===== src/rtl/status_array_arbiter.sv =====
// Arbitrates fetch lookups and refill updates into one registered status-array issue slot,
// then routes array responses back by requester ID. Optional guard: STATUS_ARB_STARVE_GUARD_EN.
module status_array_arbiter #(
  parameter int unsigned TAG_WIDTH    = 1,
  parameter int unsigned STARVE_LIMIT = 4,
  // Mirrors shared_params.vh so the block stands alone.
  localparam int unsigned ADDR_WIDTH  = 6,
  localparam int unsigned ROW_WIDTH   = 16,
  localparam int unsigned NUM_BLOCKS  = 4
) (
  input  logic                  clk,
  input  logic                  arst_n,
  input  logic                  i_halt,
  input  logic [TAG_WIDTH-1:0]  i_lkp_tag,
  input  logic [ADDR_WIDTH-1:0] i_lkp_addr,
  input  logic                  i_lkp_valid,
  output logic                  o_lkp_ready,
  input  logic [TAG_WIDTH-1:0]  i_upd_tag,
  input  logic [ADDR_WIDTH-1:0] i_upd_addr,
  input  logic [ROW_WIDTH-1:0]  i_upd_data,
  input  logic [NUM_BLOCKS-1:0] i_upd_wmask,
  input  logic                  i_upd_valid,
  output logic                  o_upd_ready,
  output logic [TAG_WIDTH:0]    o_sa_tag,
  output logic [ADDR_WIDTH-1:0] o_sa_addr,
  output logic [ROW_WIDTH-1:0]  o_sa_data,
  output logic                  o_sa_wen,
  output logic [NUM_BLOCKS-1:0] o_sa_wmask,
  output logic                  o_sa_valid,
  input  logic                  i_sa_ready,
  input  logic [TAG_WIDTH:0]    i_sa_tag,
  input  logic [ROW_WIDTH-1:0]  i_sa_data,
  input  logic                  i_sa_valid,
  output logic [TAG_WIDTH-1:0]  o_lkp_rsp_tag,
  output logic [ROW_WIDTH-1:0]  o_lkp_rsp_data,
  output logic                  o_lkp_rsp_valid,
  output logic [TAG_WIDTH-1:0]  o_upd_done_tag,
  output logic                  o_upd_done
);

  logic [TAG_WIDTH:0]    sa_tag_q, sa_tag_d;
  logic [ADDR_WIDTH-1:0] sa_addr_q, sa_addr_d;
  logic [ROW_WIDTH-1:0]  sa_data_q, sa_data_d;
  logic                  sa_wen_q, sa_wen_d;
  logic [NUM_BLOCKS-1:0] sa_wmask_q, sa_wmask_d;
  logic                  sa_valid_q, sa_valid_d;
  logic [TAG_WIDTH-1:0]  lkp_rsp_tag_q, lkp_rsp_tag_d;
  logic [ROW_WIDTH-1:0]  lkp_rsp_data_q, lkp_rsp_data_d;
  logic                  lkp_rsp_valid_q, lkp_rsp_valid_d;
  logic [TAG_WIDTH-1:0]  upd_done_tag_q, upd_done_tag_d;
  logic                  upd_done_q, upd_done_d;

  logic acc, force_lkp, upd_gnt, lkp_gnt;

  assign acc       = ~i_halt & (~sa_valid_q | i_sa_ready);
  assign upd_gnt   = acc & i_upd_valid & ~(force_lkp & i_lkp_valid);
  assign lkp_gnt   = acc & i_lkp_valid & ~upd_gnt;
  assign o_upd_ready = upd_gnt;
  assign o_lkp_ready = lkp_gnt;

`ifdef STATUS_ARB_STARVE_GUARD_EN
  logic [3:0] starve_cnt_q, starve_cnt_d;

  assign force_lkp = (starve_cnt_q == 4'(STARVE_LIMIT));

  always_comb begin
    starve_cnt_d = starve_cnt_q;
    if (!i_halt) begin
      if (!i_lkp_valid || lkp_gnt) starve_cnt_d = 4'd0;
      else if (upd_gnt)            starve_cnt_d = starve_cnt_q + 4'd1;
    end
  end

  always_ff @(posedge clk) begin
    if (!arst_n) starve_cnt_q <= 4'd0;
    else         starve_cnt_q <= starve_cnt_d;
  end
`else
  // Strict update priority; the term only keeps the parameter referenced.
  assign force_lkp = 1'b0 && (STARVE_LIMIT != 0);
`endif

  always_comb begin
    sa_tag_d   = sa_tag_q;
    sa_addr_d  = sa_addr_q;
    sa_data_d  = sa_data_q;
    sa_wen_d   = sa_wen_q;
    sa_wmask_d = sa_wmask_q;
    sa_valid_d = sa_valid_q;
    if (upd_gnt) begin
      sa_tag_d   = {1'b1, i_upd_tag};
      sa_addr_d  = i_upd_addr;
      sa_data_d  = i_upd_data;
      sa_wen_d   = 1'b1;
      sa_wmask_d = i_upd_wmask;
      sa_valid_d = 1'b1;
    end else if (lkp_gnt) begin
      sa_tag_d   = {1'b0, i_lkp_tag};
      sa_addr_d  = i_lkp_addr;
      sa_data_d  = '0;
      sa_wen_d   = 1'b0;
      sa_wmask_d = '0;
      sa_valid_d = 1'b1;
    end else if (!i_halt && i_sa_ready) begin
      sa_valid_d = 1'b0;
    end
  end

  always_comb begin
    lkp_rsp_tag_d   = lkp_rsp_tag_q;
    lkp_rsp_data_d  = lkp_rsp_data_q;
    lkp_rsp_valid_d = lkp_rsp_valid_q;
    upd_done_tag_d  = upd_done_tag_q;
    upd_done_d      = upd_done_q;
    if (!i_halt) begin
      lkp_rsp_valid_d = i_sa_valid & ~i_sa_tag[TAG_WIDTH];
      upd_done_d      = i_sa_valid & i_sa_tag[TAG_WIDTH];
      if (lkp_rsp_valid_d) begin
        lkp_rsp_tag_d  = i_sa_tag[TAG_WIDTH-1:0];
        lkp_rsp_data_d = i_sa_data;
      end
      if (upd_done_d) upd_done_tag_d = i_sa_tag[TAG_WIDTH-1:0];
    end
  end

  always_ff @(posedge clk) begin
    if (!arst_n) begin
      sa_tag_q        <= '0;
      sa_addr_q       <= '0;
      sa_data_q       <= '0;
      sa_wen_q        <= 1'b0;
      sa_wmask_q      <= '0;
      sa_valid_q      <= 1'b0;
      lkp_rsp_tag_q   <= '0;
      lkp_rsp_data_q  <= '0;
      lkp_rsp_valid_q <= 1'b0;
      upd_done_tag_q  <= '0;
      upd_done_q      <= 1'b0;
    end else begin
      sa_tag_q        <= sa_tag_d;
      sa_addr_q       <= sa_addr_d;
      sa_data_q       <= sa_data_d;
      sa_wen_q        <= sa_wen_d;
      sa_wmask_q      <= sa_wmask_d;
      sa_valid_q      <= sa_valid_d;
      lkp_rsp_tag_q   <= lkp_rsp_tag_d;
      lkp_rsp_data_q  <= lkp_rsp_data_d;
      lkp_rsp_valid_q <= lkp_rsp_valid_d;
      upd_done_tag_q  <= upd_done_tag_d;
      upd_done_q      <= upd_done_d;
    end
  end

  assign o_sa_tag        = sa_tag_q;
  assign o_sa_addr       = sa_addr_q;
  assign o_sa_data       = sa_data_q;
  assign o_sa_wen        = sa_wen_q;
  assign o_sa_wmask      = sa_wmask_q;
  assign o_sa_valid      = sa_valid_q;
  assign o_lkp_rsp_tag   = lkp_rsp_tag_q;
  assign o_lkp_rsp_data  = lkp_rsp_data_q;
  assign o_lkp_rsp_valid = lkp_rsp_valid_q;
  assign o_upd_done_tag  = upd_done_tag_q;
  assign o_upd_done      = upd_done_q;

endmodule


===== config.mk =====
export PLATFORM = sky130hd
export DESIGN_NAME = status_array_arbiter
export DESIGN_NICKNAME = d
export VERILOG_FILES = /design/src/rtl/status_array_arbiter.sv
export SDC_FILE = /design/constraint.sdc
export NUM_CORES = 1
export LEC_CHECK = 0
export BUFFER_PORTS_ARGS = -buffer_cell sky130_fd_sc_hd__buf_2
export CELL_PAD_IN_SITES_DETAIL_PLACEMENT = 0
export CELL_PAD_IN_SITES_GLOBAL_PLACEMENT = 2
export CORE_AREA = 5 5 93 104
export CTS_BUF_LIST = sky130_fd_sc_hd__clkbuf_8
export DETAILED_ROUTE_END_ITERATION = 6
export DIE_AREA = 0 0 98 109
export PLACE_DENSITY = 0.84
export SYNTH_ARGS = -nofsm -noshare
export SYNTH_HDL_FRONTEND = slang
export SYNTH_SLANG_ARGS = --single-unit

===== constraint.sdc =====
create_clock -name clk -period 1.1 [get_ports clk]
set_clock_uncertainty 0.15 [all_clocks]
set_input_delay 0.055 -clock clk [delete_from_list [all_inputs] [get_ports clk]]
set_output_delay 0.055 -clock clk [all_outputs]
set_load 0.005 [all_outputs]

==> run_results.csv <==
group,metric,value,unit
critical_path,crit_path_end_kind,"output port",
routing,vias,1974,
timing,setup_viol,31,
critical_path,arrival,1.04,ns
cells_and_area,n_antenna_cell,0,
clock_tree,clockBufferDepth,2,
clock_tree,cts_tree,"built",
clock_tree,clock-sinks,49,
grt,globalRouteOverflowTotal,0,
synth,netlist_instances,183,
critical_path,worstPathMaxFanout,4,
pwr,p_clk_share,29.6,%
timing,fmaxAchievable,0.800,GHz
cells_and_area,nets,413,
die,die-height,109,um
cells_and_area,final_area,3300,um2
placement,place_ws,-0.151,ns
pwr,finalPower,3.76,mW
synth,synth_area_leaders,"dfxtp_1 54%, a22o_1 9.7%, nand2_1 7.9%",
routing,wl_per_cell,12.9,um
synth,synthFlopType,"dfxtp_1",
clock_tree,root_buffer,"clkbuf_8",
die,start_util,21.1,%
status,violations,"negative setup slack",
pwr,ir_drop,0.517,mV
critical_path,rr_startpoint,"o_sa_valid",
synth,synth-edff-count,0,
die,rows,36,
critical_path,cp-startpoint,"o_sa_valid",
grt,grt_pass1_wl,9970,um
timing,slew-limit-headroom,71.1,%
timing,post-route-min-period,1.25,ns
pwr,p_per_area,1140,nW/um2
synth,netlist_area,1810,um2
routing,via_per_inst,4.21,
die,dieArea,10700,um2
placement,dp_hpwl,4220,um
routing,routed_wl,6060,um
run,cap_violations,0,
worst_hold_path,hp-class,"primary input to flop",
synth,synthArstFlopShare,0,%
critical_path,critical_path_class,"flop to output port",
timing,min_period_over_period,114,%
timing,worstMarginPinSlew,0.428,ns
placement,gp_congestion,0.736,
placement,io_buffers,110,
status,status,"finished with violations",
cells_and_area,fin_util,38.4,%
pwr,p_leak,1.53,nW
clock_tree,clk_latency,0.30,ns
synth,ys_warn_count,0,
clock_tree,path_clk_slew,0.09,ns
cells_and_area,drive_gt1_share,46.8,%
pwr,p_switching,0.983,mW
routing,met2_wirelength,3080,um
pwr,intPower,2.77,mW
grt,track_usage,11.4,%
routing,drtAntennaViolNets,0,
timing,rsz0062_at_grt,"true",
clock_tree,numCtsBuffers,5,
grt,grt_start_max_net_pins,22,
synth,synthesis.nets,242,
synth,synth_top_cell_area_share,54.1,%
routing,dr.max_layer_used,"met4",
pwr,swShare,26.2,%
cells_and_area,area.growth.synth_to_final,82.3,%
synth,yosysUniqueCellTypes,29,
timing,hold_viol,0,
timing,timing.final.max_slew_violations,0,
grt,grt_pass1_vias,2075,
routing,met3_wirelength,436,um
die,die_width,98,um
pwr,combPwrFrac,19.2,%
die,core-area,8600,um2
synth,synth_most_common_cell,"dfxtp_1",
synth,ys_ff_latch,49,
synth,yosysSeqAreaShare,54.1,%
synth,ys_top_cells_by_count,"49 x dfxtp_1, 38 x nand2_1, 20 x a22o_1",
timing,setup_ws,-0.150,ns
placement,placed_cell_area,2660,um2
routing,drt_iter0_markers,35,
placement,dp.cells,414,
routing,drc,0,
die,pin_count,111,
synth,synth.avg_cell_area,9.90,um2
pwr,seqPwrFrac,51.2,%
synth,synth_top_area_cell,"dfxtp_1",
grt,grt_antenna_before_repair,0,
routing,wl_met1,2490,um
routing,drtPass1Iterations,4,
clock_tree,cts_htree_levels,2,
cells_and_area,final-instance-count-excl-fill,469,
critical_path,start_kind,"flop",
critical_path,crit_required,0.89,ns
worst_hold_path,min_from,"i_upd_addr[0]",
registers in the layout, indices dropped and copies added (netlist names):
name	count
o_lkp_rsp_data	16
o_lkp_rsp_tag	1
o_lkp_rsp_valid	1
o_sa_addr	6
o_sa_data	16
o_sa_tag	2
o_sa_valid	1
o_sa_wmask	4
o_upd_done	1
o_upd_done_tag	1
layout by cell type, fill, tap and decap left out, drive strengths merged, types with 2 or more instances in the layout:
cell	count
o21ai	2
nand2b	8
buf	133
nor2	2
clkbuf	5
dfxtp	49
inv	5
nand2	38
a22o	20
a2bb2oi	6
and3	2
o311ai	7
a21oi	20
dlygate4sd3	45
layout make-up:
class | count | area [um2]
repair buffers | 178 | 1250
inverters | 4 | 15.0
flip-flops and latches | 49 | 985
well taps | 114 | 143
clock inverters | 3 | 25.0
fillers | 882 | 5300
clock buffers | 5 | 68.8
multi-input cells | 116 | 818
power by group through the flow:
| stage | combinational [mW] | clock, mW | sequential [mW] |
|---|---|---|---|
| after CTS | 0.696 | 1.21 | 1.92 |
| final | 0.720 | 1.11 | 1.92 |
| after global placement | 0.551 | 0 | 1.96 |
| after global routing | 0.794 | 1.25 | 1.93 |
| after floorplan | 0.243 | 0 | 1.97 |
| after detailed placement | 0.559 | 0 | 1.96 |
critical path: stages (launching register included):
cell	delay, ns
dfxtp_4	0.37
nand2b_4	0.09
nand3_4	0.08
nor2_2	0.10
buf_2	0.11
what timing repair did:
item / in CTS / in global routing
hold buffers: 45 / 0
buffers inserted: 0 / 2
setup endpoints to repair: 31 / 31
pin swaps: 1 / 2
hold endpoints to repair: 44 / 0
resized for setup: 6 / 10
cells by family (layout without fill, tap and decap cells):
group | count (synthesis) | count (layout) | share of synthesized area [%]
AO/OA/AOI/OAI | 58 | 58 | 24.2
AND/OR/NAND/NOR | 57 | 57 | 14.9
flip-flops | 49 | 49 | 54.1
buffers and inverters | 18 | 190 | 6.21
multiplexers | 1 | 1 | 0.553
routing by layer:
metal | track usage [%] | vias to the layer above
met5 | 0 | -
met4 | 2.57 | 0
met3 | 4.09 | 6
met2 | 21.1 | 67
met1 | 12.5 | 914
li1 | - | 987
final timing paths:
kind / slack, ns / end / depth (start not counted)
min reg2reg: 0.31 / o_lkp_rsp_data[0] / 2
min: 0.02 / o_sa_addr[0] / 4
max reg2reg: -0.15 / o_sa_wmask[0] / 4
max: -0.15 / o_lkp_ready / 4
through the flow:
stage	setup TNS (ns)	hold WS (ns)
2_1_floorplan	-1.61	0.0376
3_3_place_gp	-4.08	0.128
3_5_place_dp	-5.27	0.130
4_1_cts	-3.25	0.0000800
5_1_grt	-4.53	0.0253
6_report	-3.15	0.0152
(Power assumes the default switching activity.)
